File: src/rtl/brnch_rdrct_ctrl.sv
// rtl/brnch_rdrct_ctrl.sv - turns ID-stage branch decisions into PC redirect and IF/ID squash
// Holds a taken redirect across imem_stall and keeps saturating branch counters.
module brnch_rdrct_ctrl #(
   parameter int PC_W  = 16,
   parameter int CNT_W = 16
) (
   input  logic             clk,
   input  logic             rst,
   input  logic             take_branch,
   input  logic             id_brnch_valid,
   input  logic             id_stall,
   input  logic [PC_W-1:0]  brnch_target,
   input  logic             imem_stall,
   output logic             pc_sel,
   output logic [PC_W-1:0]  pc_redirect,
   output logic             flush_ifid,
   output logic             rdrct_pend,
   output logic [CNT_W-1:0] br_cnt,
   output logic [CNT_W-1:0] tkn_cnt
);

   typedef enum logic {IDLE, PEND} state_t;

   state_t            state;
   logic [PC_W-1:0]   tgt_q;
   logic [CNT_W-1:0]  br_cnt_q;
   logic [CNT_W-1:0]  tkn_cnt_q;
   logic              res;
   logic              res_tkn;

   localparam logic [CNT_W-1:0] CNT_ONE = {{(CNT_W-1){1'b0}}, 1'b1};

   // A branch held in ID by a hazard resolves only when the stall drops.
   assign res     = id_brnch_valid & ~id_stall & (state == IDLE);
   assign res_tkn = res & take_branch;

   always_ff @(posedge clk) begin
      if (rst) begin
         state     <= IDLE;
         tgt_q     <= '0;
         br_cnt_q  <= '0;
         tkn_cnt_q <= '0;
      end else begin
         case (state)
            IDLE: begin
               if (res_tkn && imem_stall) begin
                  tgt_q <= brnch_target;
                  state <= PEND;
               end
            end
            PEND: begin
               if (!imem_stall)
                  state <= IDLE;
            end
            default: state <= IDLE;
         endcase
         if (res && (br_cnt_q != '1))
            br_cnt_q <= br_cnt_q + CNT_ONE;
         if (res_tkn && (tkn_cnt_q != '1))
            tkn_cnt_q <= tkn_cnt_q + CNT_ONE;
      end
   end

   // Redirect outputs are combinational so a taken branch redirects with zero latency.
   always_comb begin
      pc_sel      = 1'b0;
      pc_redirect = '0;
      flush_ifid  = 1'b0;
      rdrct_pend  = 1'b0;
      br_cnt      = '0;
      tkn_cnt     = '0;
      if (!rst) begin
         br_cnt  = br_cnt_q;
         tkn_cnt = tkn_cnt_q;
         if (state == PEND) begin
            pc_redirect = tgt_q;
            pc_sel      = ~imem_stall;
            flush_ifid  = 1'b1;
            rdrct_pend  = 1'b1;
         end else begin
            pc_redirect = brnch_target;
            pc_sel      = res_tkn & ~imem_stall;
            flush_ifid  = res_tkn;
         end
      end
   end

endmodule
File: config.mk
export PLATFORM = sky130hd
export DESIGN_NAME = brnch_rdrct_ctrl
export DESIGN_NICKNAME = d
export VERILOG_FILES = /design/src/rtl/brnch_rdrct_ctrl.sv
export SDC_FILE = /design/constraint.sdc
export NUM_CORES = 1
export LEC_CHECK = 0
export ABC_AREA = 1
export CAP_MARGIN = 0
export CORE_MARGIN = 2
export CORE_UTILIZATION = 50
export DETAILED_ROUTE_END_ITERATION = 8
export GPL_ROUTABILITY_DRIVEN = 1
export PLACE_DENSITY = 0.92
export SLEW_MARGIN = 15
export SYNTH_ARGS = -nofsm -noshare
export SYNTH_HDL_FRONTEND = slang
export SYNTH_SLANG_ARGS = --single-unit
File: constraint.sdc
create_clock -name clk -period 1.58 [get_ports clk]
set_input_delay 0.237 -clock clk [delete_from_list [all_inputs] [get_ports clk]]
set_output_delay 0.237 -clock clk [all_outputs]
set_load 0.02 [all_outputs]
==> run_results.csv, run 1 <==
group,metric,value,unit
synth,yosysWarnings,0,
timing,tightest_slew,0.324,ns
worst_setup_path,crit_path_start,"rst",
timing,finalCriticalPeriod,1.52,ns
synth,synth_ff_type,"dfxtp_1",
finish,fill_cells,546,
pwr,finalPower,2.32,mW
detailed_routing,dr_total_vias,3190,
clock_tree,clk_latency,0.30,ns
worst_setup_path,path_delay_family,"buffers and inverters",
synth,synth.most_common_cell,"nor2_1",
detailed_routing,ant_nets,0,
global_route,grt_max_degree,35,
synth,synth_edf_count,0,
worst_setup_path,cp_slowest_cell,"dlygate4sd2_1",
placement,dpl-instance-area,3860,µm²
timing,hold_viol,0,
worst_setup_path,reg2regPathDepth,9,
pwr,power_density,599,nW/µm²
hold_path,hp-class,"reg2reg",
synth,postSynthAreaPerCell,6.13,µm²
finish,fin_cells,638,
clock_tree,clk_pin_slew,0.08,ns
synth,syn-cell-area,2960,µm²
pwr,p_sw_share,26.3,%
timing,final-setup-viol-count,0,
global_route,grt_pass1_vias,2777,
pwr,ir_drop,359,µV
detailed_routing,wl_per_cell,11.0,µm
synth,synth_top_cell_area_share,33.1,%
worst_setup_path,critical_path_class,"in2out",
floorplanning,ios,73,
placement,gp_congestion,0.879,
pwr,power.share.clock,30.9,%
finish,utilization,66.8,%
worst_setup_path,worst-path-buf-inv,4,
floorplanning,initial_core_util,50.9,%
pwr,pwr-share-comb,14.6,%
placement,place_inst,630,
clock_tree,cts_tree,"yes",
timing,rsz0062_at_grt,"true",
pwr,net-switching-power,0.611,mW
synth,yosysTopAreaCell,"dfxtp_1",
global_route,grt_remaining_overflow,0,
global_route,grt_pass1_wl,11700,µm
finish,stdcell_area,3880,µm²
finish,regArea,990,µm²
worst_setup_path,slowest_delay,0.33,ns
synth,async_flop_share,0,%
worst_setup_path,regToRegEndpoint,"br_cnt_q[13]",
finish,multiInputGateArea,1630,µm²
worst_setup_path,reg2reg_slack,0.10,ns
pwr,p_int,1.71,mW
clock_tree,cts_sinks,49,
worst_setup_path,end_kind,"output port",
worst_setup_path,r2r-start,"state",
hold_path,hold_depth,2,
placement,pre_cts_ws,-0.569,ns
timing,slew_viol_final,0,
synth,synthTopCellsByCount,"nor2_1 (118), nand2_1 (81), inv_1 (67)",
detailed_routing,wl,7050,µm
detailed_routing,drtPass1Iterations,6,
placement,hpwl,5300,µm
synth,synth.area.top_cells,"dfxtp_1 (33%), nor2_1 (15%), nand2_1 (10%)",
timing,setup_slack,0.0589,ns
worst_setup_path,worstPathCellList,"dlygate4sd2_1 -> buf_4 -> buf_8 -> nor2_1 -> dlygate4sd2_1",
timing,skew,0.00795,ns
placement,io_buffer_count,72,
finish,drive_above_1_share,13.9,%
synth,yosysSeqAreaShare,33.1,%
run_status,status,"complete, no violations",
finish,nets,586,
clock_tree,cts_setup_buffers,0,
worst_setup_path,cp_common_cell,"dlygate4sd2_1",
floorplanning,rows,28,
hold_path,hold_path_startpoint,"tgt_q[13]",
global_route,antenna_found_initial,0,
hold_path,min_to,"tgt_q[13]",
worst_setup_path,start_kind,"input pin",
floorplanning,core_region_area,5820,µm²
clock_tree,cts_buffers,5,
pwr,power_frac_seq,54.6,%
synth,synth_cells,483,
clock_tree,clock_path_buffers,2,
floorplanning,die_area,6550,µm²
detailed_routing,drc,0,
global_route,grt_usage,22.4,%
floorplanning,dieHeight,81.0,µm
floorplanning,die_w,81.0,µm
clock_tree,h-tree-depth,2,
detailed_routing,dr.first_iter.drc_count,163,
clock_tree,cts_root_buffer,"clkbuf_8",
synth,ys_seq_elements,49,
timing,fmax,657,MHz
synth,synth_cell_types,25,
finish,area_delta_synth_final,31.1,%
synth,syn-num-nets,507,
timing,relSlewSlack,78.4,%
worst_setup_path,crit_fanout,17,
worst_setup_path,worstPathArrival,1.28,ns
detailed_routing,viasPerCell,5.00,
timing,finalCritPeriodShare,96.3,%
finish,n_antenna_cell,0,
pwr,leakagePower,1.66,nW
worst_setup_path,required,1.34,ns
job,maxCapViolCount,0,
## cells in the final DEF, fill, tap and decap left out
master	instances
buf_8	1
nand3_1	35
dfxtp_4	1
clkinv_2	3
o21ai_1	16
dlygate4sd2_1	25
nand2_4	1
ha_1	2
nand2_1	79
o21ai_0	17
nand3_2	2
o21ai_2	1
buf_6	1
clkbuf_1	1
nor2_8	1
nand2_2	4
clkdlybuf4s50_1	19
buf_4	22
dfxtp_1	44
inv_2	2
buf_12	4
a21oi_2	1
dfxtp_2	4
nor3_1	1
clkdlybuf4s15_1	9
nor2_1	116
nand4_1	2
inv_1	66
nor2_2	4
nand4_4	2
buf_2	11
a21oi_1	53
nor2_4	8
clkbuf_8	5
## cell families (layout without fill, tap and decap cells)
logic type / Yosys count / in the layout / synth area share [%]
AO/OA/AOI/OAI: 88 / 88 / 15.0
adder cells (fa/ha/maj): 2 / 2 / 0.845
buffers and inverters: 89 / 169 / 12.5
flip-flops: 49 / 49 / 33.1
AND/OR/NAND/NOR: 255 / 255 / 38.5
## power by group through the flow
stage	clock network, mW	logic, mW	registers [mW]
global placement	0	0.348	1.30
detailed placement	0	0.356	1.30
global route	0.782	0.373	1.27
finish	0.718	0.338	1.27
floorplan	0	0.187	1.29
CTS	0.738	0.333	1.27
## routing by layer
metal  up-vias  global-route usage, %  share of wire [%]
li1       1669                      -                  -
met2       113                   38.8                 47
met4         0                   7.80                1.5
met1      1398                   26.8                 45
met3        10                   5.78                7.0
met5         -                      0                  0
## worst max-delay path by stage
stage	slack [ns]	cells after the start	end
floorplan	0.14	6	pc_sel
global placement	-0.54	6	pc_sel
detailed placement	-0.57	7	pc_sel
CTS	-0.01	6	flush_ifid
global route	-0.03	6	pc_sel
finish	0.06	5	br_cnt[3]
## repair_timing
item / CTS / global route
resized for setup: 121 / 26
hold buffers: 0 / 0
hold endpoints to repair: 0 / 0
pin swaps: 0 / 1
gates cloned: 0 / 0
endpoints found under the setup margin: 51 / 36
## registers in the layout, summed over array words and instances (netlist names)
name / count
tgt_q: 16
state: 1
br_cnt_q: 16
tkn_cnt_q: 16
## through the flow
stage          TNS (ns)  hold WS (ns)
2_1_floorplan         0         0.349
3_3_place_gp     -27.01         0.437
3_5_place_dp     -28.57         0.446
4_1_cts         -0.0133         0.458
5_1_grt          -0.102         0.480
6_report              0         0.454
## worst min-delay path, cell delays in order (launching register included)
cell     delay, ns
dfxtp_1       0.31
inv_1         0.06
a21oi_1       0.05
## area by class of cell
type | instances | area share (%)
Multi-Input combinational cell | 345 | 42.0
Sequential cell | 49 | 25.5
Timing Repair Buffer | 92 | 21.3
Inverter | 69 | 6.70
Tap cell | 75 | 2.42
Clock buffer | 6 | 1.87
Clock inverter | 2 | 0.258
No activity file was read; power rests on OpenSTA's default activity.
==> run 2, diff against run 1 <==
==> constraint.sdc (replaced) <==
create_clock -name clk -period 1.4 [get_ports clk]
set_input_delay 0.21 -clock clk [delete_from_list [all_inputs] [get_ports clk]]
set_output_delay 0.21 -clock clk [all_outputs]
set_load 0.02 [all_outputs]
==> run 2 against run 1 <==
Effect of this change: the run now ends with DRC, setup timing left; register-to-register slack lost 0.41 ns; wire length is 120% higher; total power is 27% higher; cell area rose by 35%; count of clock-buffer cells in the layout unchanged; clock power grew 34%; highest routed layer unchanged.
==> run_results.csv, run 2 (synthesis results as in run 1) <==
group,metric,value,unit
run_status,status,"finished with violations",
run_status,violations,"DRC, setup timing",
clock_tree,h-tree-depth,2,
worst_setup_path,worstPathArrival,1.95,ns
finish,reg_top3,"br_cnt_q x16, tgt_q x16, tkn_cnt_q x16",
detailed_routing,dr_wl_met2,6930,µm
finish,drive_above_1_share,45.5,%
clock_tree,cts_buffers,5,
finish,area_delta_synth_final,77.5,%
placement,gp_congestion,0.916,
global_route,grt_usage,33.3,%
clock_tree,cts_root_buffer,"clkbuf_8",
placement,hpwl,5620,µm
pwr,power.share.clock,32.4,%
worst_setup_path,start_kind,"flop",
finish,mostFrequentLayoutCell,"nor2_1",
pwr,net-switching-power,0.899,mW
detailed_routing,dr.first_iter.drc_count,703,
pwr,power_density,563,nW/µm²
detailed_routing,dr_total_vias,4412,
timing,final-setup-viol-count,80,
floorplanning,initial_core_util,50.9,%
hold_path,hp-class,"reg2reg",
worst_setup_path,crit_fanout,9,
pwr,p_sw_share,30.4,%
worst_setup_path,critical_path_class,"reg2reg",
worst_setup_path,worstPathCellList,"buf_6 -> nor2_4 -> nand2_4 -> nor2_8 -> buf_4 -> buf_8 -> nand2_8 -> clkbuf_16 -> a21oi_1",
worst_setup_path,end_kind,"flop",
placement,io_buffer_count,72,
detailed_routing,viasPerCell,6.37,
worst_setup_path,cp_slowest_cell,"dfxtp_4",
timing,relSlewSlack,78.5,%
clock_tree,clock_path_buffers,2,
timing,rsz0062_at_grt,"true",
timing,hold_viol,0,
finish,stdcell_area,5260,µm²
placement,pre_cts_ws,-0.713,ns
clock_tree,cts_sinks,49,
timing,hold-worst-slack,0.471,ns
floorplanning,rows,28,
finish,final_cell_mix,"nor2_1 (82), nand2_1 (62), inv_1 (58), buf_4 (50), nor2_4 (37)",
timing,fmax,583,MHz
pwr,p_int,2.06,mW
timing,tightest_slew,0.321,ns
detailed_routing,ant_nets,0,
global_route,grt_remaining_overflow,0,
floorplanning,dieHeight,81.0,µm
pwr,ir_drop,593,µV
detailed_routing,wl_per_cell,22.1,µm
timing,skew,0.0158,ns
pwr,pwr-share-comb,19.8,%
global_route,grt_max_degree,35,
pwr,leakagePower,2.12,nW
placement,dpl-instance-area,3980,µm²
detailed_routing,wl_met3,1900,µm
detailed_routing,highest_layer,"met4",
floorplanning,die_area,6550,µm²
job,maxCapViolCount,0,
global_route,antenna_found_initial,0,
finish,nets,641,
pwr,power_frac_seq,47.8,%
global_route,grt_pass1_wl,16900,µm
floorplanning,core_region_area,5820,µm²
worst_setup_path,slowest_delay,0.38,ns
timing,finalCriticalPeriod,1.71,ns
global_route,grt_pass1_vias,3641,
floorplanning,ios,73,
clock_tree,cts_tree,"yes",
timing,finalCritPeriodShare,122,%
detailed_routing,wl_met1,5140,µm
detailed_routing,wl,15300,µm
detailed_routing,drc,1,
finish,n_antenna_cell,0,
detailed_routing,drtPass1Iterations,9,
clock_tree,cts_hold_buf,0,
floorplanning,die_w,81.0,µm
clock_tree,clk_latency,0.34,ns
worst_setup_path,required,1.63,ns
timing,slew_viol_final,0,
clock_tree,clk_pin_slew,0.09,ns
finish,fill_cells,246,
timing,setup_slack,-0.315,ns
run 2: power by group through the flow:
| stage | clock network (mW) | logic (mW) | registers, mW |
|---|---|---|---|
| after floorplan | 0 | 0.211 | 1.46 |
| after global placement | 0 | 0.400 | 1.46 |
| after detailed placement | 0 | 0.411 | 1.46 |
| after CTS | 0.895 | 0.456 | 1.43 |
| after global routing | 0.971 | 0.611 | 1.41 |
| final | 0.959 | 0.586 | 1.41 |
run 2: critical path: cells and delay by family, from the launching register on:
family                 cells  cell delay [ns]
DFF                        1             0.38
buffers and inverters      4             0.58
AOI/OAI and AO/OA          1             0.23
and+or+nand+nor            4             0.42
run 2: layout make-up:
type	count	area [µm²]	area share, %
Sequential cell	49	1050	19.9
Inverter	69	270	5.14
Timing Repair Buffer	146	1480	28.1
Multi-Input combinational cell	346	2270	43.2
Tap cell	75	93.8	1.79
Clock buffer	6	82.6	1.57
Clock inverter	2	13.8	0.262
run 2: path summary, 6_finish.rpt:
path | endpoint | slack, ns | cells past startpoint | start
worst max-delay path | tgt_q[9] | -0.31 | 9 | state
worst min-delay path | tgt_q[7] | 0.47 | 2 | tgt_q[7]
worst max register to register | tgt_q[9] | -0.31 | 9 | state
worst min register to register | tgt_q[7] | 0.47 | 2 | tgt_q[7]
run 2: repair_timing:
item,in CTS,in global routing
cloned,3,6
resized for setup,240,201
buffers inserted,13,22
setup endpoints to repair,79,93
pin swaps,15,36
run 2: routing by layer:
layer  GRT usage (%)  vias to the layer above
met5               0                        -
li1                -                     1790
met2            55.9                      468
met1            37.8                     1974
met4            19.7                        0
met3            9.00                      180
run 2: metrics by stage:
stage / total power [mW] / TNS (ns) / cells / utilization (%)
5_1_grt: 3.00 / -15.32 / 693 / 90.4
4_1_cts: 2.78 / -3.97 / 667 / 75.2
3_3_place_gp: 1.86 / -37.28 / 645 / 68.4
3_5_place_dp: 1.87 / -39.01 / 645 / 68.4
2_1_floorplan: 1.67 / 0 / 483 / -
6_report: 2.96 / -12.47 / 693 / 90.4
